`config.mk`:
```
export PLATFORM = sky130hd
export DESIGN_NAME = fft_addr_ctrl
export DESIGN_NICKNAME = d
export VERILOG_FILES = /design/src/rtl/fft_pkg.sv /design/src/rtl/fft_addr_delay.sv /design/src/rtl/fft_addr_ctrl.sv
export SDC_FILE = /design/constraint.sdc
export NUM_CORES = 1
export LEC_CHECK = 0
export CAP_MARGIN = 15
export CELL_PAD_IN_SITES_DETAIL_PLACEMENT = 1
export CELL_PAD_IN_SITES_GLOBAL_PLACEMENT = 1
export CORE_ASPECT_RATIO = 1.25
export CORE_MARGIN = 2
export CORE_UTILIZATION = 37
export DETAILED_ROUTE_END_ITERATION = 16
export PLACE_DENSITY_LB_ADDON = 0.1
export SYNTH_ARGS = -nofsm -noshare
export SYNTH_HDL_FRONTEND = slang
export SYNTH_HIERARCHICAL = 1
export SYNTH_SLANG_ARGS = --single-unit
```
`constraint.sdc`:
```
create_clock -name clk -period 3.19 [get_ports clk]
set_input_delay 0.7975 -clock clk [delete_from_list [all_inputs] [get_ports clk]]
set_output_delay 0.7975 -clock clk [all_outputs]
set_load 0.02 [all_outputs]
```
`src/rtl/fft_pkg.sv`:
```
// Shared constants, state encoding and index helpers for the FFT address controller.
package fft_pkg;

    localparam int FFT_N   = 9;
    localparam int FFT_LEN = 1 << FFT_N;
    localparam int S_W     = $clog2(FFT_N);

    typedef enum logic [1:0] {
        IDLE,
        RUN,
        DONE
    } state_t;

    function automatic logic [FFT_N-1:0] bitrev(input logic [FFT_N-1:0] x);
        logic [FFT_N-1:0] r;
        for (int i = 0; i < FFT_N; i++) begin
            r[i] = x[FFT_N-1-i];
        end
        return r;
    endfunction

    // Rotate left inside FFT_N bits; sh ranges over 0..FFT_N-1.
    function automatic logic [FFT_N-1:0] rotl(input logic [FFT_N-1:0] x,
                                              input logic [S_W-1:0]   sh);
        return (x << sh) | (x >> (S_W'(FFT_N) - sh));
    endfunction

endpackage

```
`src/rtl/fft_addr_delay.sv`:
```
// Fixed-depth shift register carrying {valid, idx_a, idx_b} from read issue to write-back.
module fft_addr_delay #(
    parameter int N      = 9,
    parameter int BF_LAT = 2
) (
    input  logic         clk,
    input  logic         reset,
    input  logic         in_valid,
    input  logic [N-1:0] in_a,
    input  logic [N-1:0] in_b,
    output logic         out_valid,
    output logic [N-1:0] out_a,
    output logic [N-1:0] out_b
);

    logic [2*N:0] pipe [BF_LAT];

    always_ff @(posedge clk or negedge reset) begin
        if (!reset) begin
            for (int i = 0; i < BF_LAT; i++) begin
                pipe[i] <= '0;
            end
        end else begin
            pipe[0] <= {in_valid, in_a, in_b};
            for (int i = 1; i < BF_LAT; i++) begin
                pipe[i] <= pipe[i-1];
            end
        end
    end

    assign {out_valid, out_a, out_b} = pipe[BF_LAT-1];

endmodule

```
`src/rtl/fft_addr_ctrl.sv`:
```
// Address/control sequencer for an in-place radix-2 DIT FFT using ping-pong banks.
// N must equal fft_pkg::FFT_N since the index helpers are sized by the package.
import fft_pkg::*;

module fft_addr_ctrl #(
    parameter int BIT_WIDTH = 16,
    parameter int N         = FFT_N,
    parameter int BF_LAT    = 2
) (
    input  logic         clk,
    input  logic         reset,
    input  logic         fft_start,
    input  logic         fft_load,
    input  logic [N-1:0] add_rd,
    output logic [N-1:0] r0_add_a,
    output logic [N-1:0] r0_add_b,
    output logic [N-1:0] r1_add_a,
    output logic [N-1:0] r1_add_b,
    output logic [N-2:0] add_tw,
    output logic         mem_write0,
    output logic         mem_write1,
    output logic         read_sel,
    output logic         fft_done
);

    localparam int            D_W         = (BF_LAT > 1) ? $clog2(BF_LAT) : 1;
    localparam logic [N-2:0]  B_MAX       = N'(FFT_LEN / 2 - 1);
    localparam logic [N-2:0]  TW_ONES     = '1;
    localparam logic          RESULT_BANK = 1'(N % 2);

    state_t         state, state_nxt;
    logic [N-2:0]   bfly;
    logic [S_W-1:0] stage;
    logic           drain;
    logic [D_W-1:0] drain_cnt;

    logic           issue, drain_tc, last_stage;
    logic [N-1:0]   idx_a, idx_b, d_a, d_b;
    logic           d_valid;
    logic [N-2:0]   tw_mask;

    assign issue      = (state == RUN) && !drain;
    assign drain_tc   = drain && (drain_cnt == '0);
    assign last_stage = (stage == S_W'(N-1));
    assign idx_a      = rotl({bfly, 1'b0}, stage);
    assign idx_b      = rotl({bfly, 1'b1}, stage);
    assign tw_mask    = TW_ONES << (S_W'(N-1) - stage);

    always_ff @(posedge clk or negedge reset) begin
        if (!reset) begin
            state     <= IDLE;
            bfly      <= '0;
            stage     <= '0;
            drain     <= 1'b0;
            drain_cnt <= '0;
        end else begin
            state <= state_nxt;
            if (state != RUN) begin
                bfly      <= '0;
                stage     <= '0;
                drain     <= 1'b0;
                drain_cnt <= '0;
            end else if (!drain) begin
                bfly <= bfly + 1'b1;
                if (bfly == B_MAX) begin
                    drain     <= 1'b1;
                    drain_cnt <= D_W'(BF_LAT - 1);
                end
            end else if (drain_cnt != '0) begin
                drain_cnt <= drain_cnt - 1'b1;
            end else begin
                // delay line is empty now; bfly already wrapped to 0
                drain <= 1'b0;
                stage <= last_stage ? '0 : stage + 1'b1;
            end
        end
    end

    always_comb begin
        state_nxt  = state;
        r0_add_a   = '0;
        r0_add_b   = '0;
        r1_add_a   = '0;
        r1_add_b   = '0;
        add_tw     = '0;
        mem_write0 = 1'b0;
        mem_write1 = 1'b0;
        read_sel   = 1'b0;

        case (state)
            IDLE:    if (fft_start) state_nxt = RUN;
            RUN:     if (drain_tc && last_stage) state_nxt = DONE;
            DONE: begin
                if (fft_start)     state_nxt = RUN;
                else if (fft_load) state_nxt = IDLE;
            end
            default: state_nxt = IDLE;
        endcase

        if (state == RUN) begin
            read_sel = stage[0];
            add_tw   = tw_mask & bfly;
            if (!stage[0]) begin
                r0_add_a   = idx_a;
                r0_add_b   = idx_b;
                r1_add_a   = d_a;
                r1_add_b   = d_b;
                mem_write1 = d_valid;
            end else begin
                r1_add_a   = idx_a;
                r1_add_b   = idx_b;
                r0_add_a   = d_a;
                r0_add_b   = d_b;
                mem_write0 = d_valid;
            end
        end else begin
            r0_add_a   = bitrev(add_rd);
            r0_add_b   = bitrev(add_rd);
            r1_add_a   = add_rd;
            r1_add_b   = add_rd;
            mem_write0 = fft_load;
            read_sel   = (state == DONE) ? RESULT_BANK : 1'b0;
        end
    end

    assign fft_done = (state == DONE);

    fft_addr_delay #(
        .N      (N),
        .BF_LAT (BF_LAT)
    ) u_delay (
        .clk       (clk),
        .reset     (reset),
        .in_valid  (issue),
        .in_a      (idx_a),
        .in_b      (idx_b),
        .out_valid (d_valid),
        .out_a     (d_a),
        .out_b     (d_b)
    );

endmodule

```
==> impl_metrics.ini <==
[drt]
drc_errors = 0
wl_microns = 11750
drtIter0Drc = 148
top_layer_used = met4
viasPerCell = 5.420
wl_met3_microns = 313
via_count = 3393
dr_wl_met2_microns = 5877
first_pass_iters = 4
wl_per_cell_microns = 18.77
wl_met1_microns = 5290
drtAntennaViolNets = 0

[sta]
hold_ws_ns = 0.3484
final.period_utilization_pct = 98.42
drv_slew = 0
slew_headroom_pct = 53.14
hold_viol = 0
clock_skew_ns = 0.006111
period_needed_ns = 3.140
setup_viol = 0
fmax_mhz = 318.5
tightestPinTransition_ns = 0.7029

[cells_and_area]
post-route-util_pct = 48.07
syn_to_final_growth_pct = 28.31
drive_gt1_share_pct = 26.96
fin_nets = 517
diodes = 0
final_common_cell = dfrtp_1
design_area_sq_mm = 0.004808
fin_cells = 626
layout_common_cells = dfrtp_1, nand2_1, buf_4, nor2_1, o21ai_0

[floorplan]
rows = 41
ioPinCount = 61
dieArea_sq_mm = 0.01095
die_h_microns = 116.5
start_util_pct = 37.46
core-area_sq_mm = 0.01000
die_w_microns = 94.02

[worst_setup_path]
worstReg2RegStart = stage[1]
path_delay_family = compound AO/OA/AOI/OAI gates
required_ns = 2.39
critPathMaxFanout = 11
critPathSlowestCell = dfrtp_1
reg2reg_to = u_delay/pipe[23]
path_cells = clkinv_1, ha_4, nand2b_2, o22a_1, a21o_1, o21ai_2, clkdlybuf4s15_1
slowest_delay_ns = 0.41
reg2regPathDepth = 10
critPathCaptureType = primary output
start_kind = register
r2r_slack_ns = 1.20
arrival_ns = 2.34
crit_buf_inv = 2
worst-setup-path-type = register to primary output

[clock_network]
cts-root-buf = clkbuf_16
numCtsBuffers = 5
cts_max_level = 2
insertion_delay_ns = 0.30
clock_path_buffers = 2
path_clk_slew_ns = 0.07
clkSinkCount = 54
cts_tree = yes

[pwr]
power_density_mw_per_mm2 = 280.5
sequentialPowerShare_pct = 50.7
switching_share_pct = 20.71
clkPwrFrac_pct = 47.1
p_int_mw = 1.070
power_mw = 1.349
ir_drop_uv = 256.2
p_leak_nw = 2.142
p_switching_uw = 279.3
combPwrFrac_pct = 2.2

[logic_synthesis]
yosys_warnings = 6
synth-seq-cells = 54
synth_nets = 452
seq_area_frac_synth_pct = 36.06
avgSynthCellArea_sq_um = 8.695
ys.flop_type = dfrtp_1
synth_edf_count = 0
async_flop_share_pct = 100.0
synth_cells = 431
syn_area_sq_mm = 0.003747
ys_types = 61

[global_routing]
grt_max_degree = 55
gr-total-overflow = 0
grt_pass1_wl_microns = 19240
grt_pass1_vias = 3708
grt_antenna_before_repair = 0
grt_usage_pct = 22.66

[min_path]
hold_path_end = u_delay/out_b[7]
hp-class = register to register
hold_depth = 0
hp-start = u_delay/pipe[26]

[status]
status = finished clean

[placement]
postPlaceCellArea_sq_mm = 0.004584
port_buffers = 60
hpwl_microns = 8517
gp_congestion = 0.8741
dp.cells = 611

[flow_run]
cap_violations = 0
==> synth_stat cells, types with 2 or more instances <==
cell type	count	area share, %
nand2_1	49	4.9
a21o_1	6	1.2
o22a_1	2	0.47
buf_2	15	2.0
xor2_1	4	0.93
nor3_1	8	1.1
or3_1	3	0.50
xnor2_1	2	0.47
inv_1	9	0.90
nand2b_1	7	1.2
nand3_1	21	2.8
a31o_1	3	0.70
buf_6	4	1.2
buf_4	19	3.8
mux4_2	7	4.2
a22oi_2	2	0.67
a21oi_1	19	2.5
or2_1	2	0.33
o21ai_0	27	3.6
nor2b_1	11	1.8
o21a_1	3	0.60
o211ai_1	7	1.4
o21ai_1	20	2.7
ha_1	8	2.7
nor4b_1	2	0.47
mux2_2	6	1.8
or2_2	3	0.50
and3_1	8	1.3
clkbuf_1	13	1.3
nor2_1	43	4.3
mux2i_1	6	1.6
buf_1	2	0.20
o31ai_1	4	0.80
mux4_1	2	1.4
o22ai_1	4	0.67
a22o_1	2	0.47
dfrtp_1	54	36
==> worst max path at each step <==
stage,depth (start not counted),slack (ns),endpoint,startpoint
2_1_floorplan,8,-0.19,add_tw[1],stage[0]
3_3_place_gp,7,-0.03,r1_add_b[7],stage[1]
3_5_place_dp,8,-0.03,r1_add_a[0],stage[1]
4_1_cts,9,-0.18,r0_add_a[5],stage[1]
5_1_grt,8,-0.03,add_tw[4],stage[1]
6_report,7,0.05,r1_add_a[6],stage[1]
==> logic make-up (layout without fill, tap and decap cells) <==
kind of cell	count (synthesis)	count (layout)	share of synthesized area, %
flops	54	54	36.06
compound gates	111	111	18.73
xor+xnor	8	8	2.271
fa+ha+maj	8	8	2.671
buf+inv	63	129	9.516
mux	22	22	9.415
simple gates	165	165	21.34
==> through the flow <==
| stage | setup TNS, ns | setup WS, ns |
|---|---|---|
| detailed placement | -0.1091 | -0.03407 |
| CTS | -0.6547 | -0.1799 |
| floorplan | -0.4302 | -0.1892 |
| global placement | -0.04454 | -0.02863 |
| finish | 0 | 0.05041 |
| global route | -0.07873 | -0.02811 |
==> state kept, by name, summed over array words and instances (netlist names) <==
signal,cells
bfly,8
drain_cnt,1
u_delay/out_valid,1
u_delay/out_b,9
stage,4
u_delay/out_a,9
state,2
u_delay/pipe,19
drain,1
==> metal layers <==
layer	vias to the layer above	track usage (%)
li1	1623	-
met1	1690	28.04
met2	64	39.86
met3	16	3.613
met4	0	8.406
met5	-	0
==> repair_timing <==
item                       CTS  global route
hold endpoints to repair     0             0
gates cloned                 0             0
hold buffers                 0             0
setup buffers                1             6
resized for setup           56            64
pin swaps                    3             6
setup endpoints to repair   43            32
==> layout make-up <==
cell class,instances,area (sq um)
fill,1180,5195
multi-input combinational,314,2171
sequential,54,1354
timing repair buffer,111,915.9
tap,129,161.4
clock buffer,5,125.1
clock inverter,3,43.79
inverter,10,37.54
==> power groups by stage <==
| stage | clock (mW) | combinational [mW] | sequential [mW] |
|---|---|---|---|
| finish | 0.635 | 0.0299 | 0.684 |
| detailed placement | 0 | 0.0314 | 0.697 |
| CTS | 0.651 | 0.0315 | 0.684 |
| global placement | 0 | 0.0307 | 0.697 |
| global route | 0.676 | 0.0338 | 0.684 |
| floorplan | 0 | 0.000682 | 0.698 |
(Power assumes the default switching activity.)
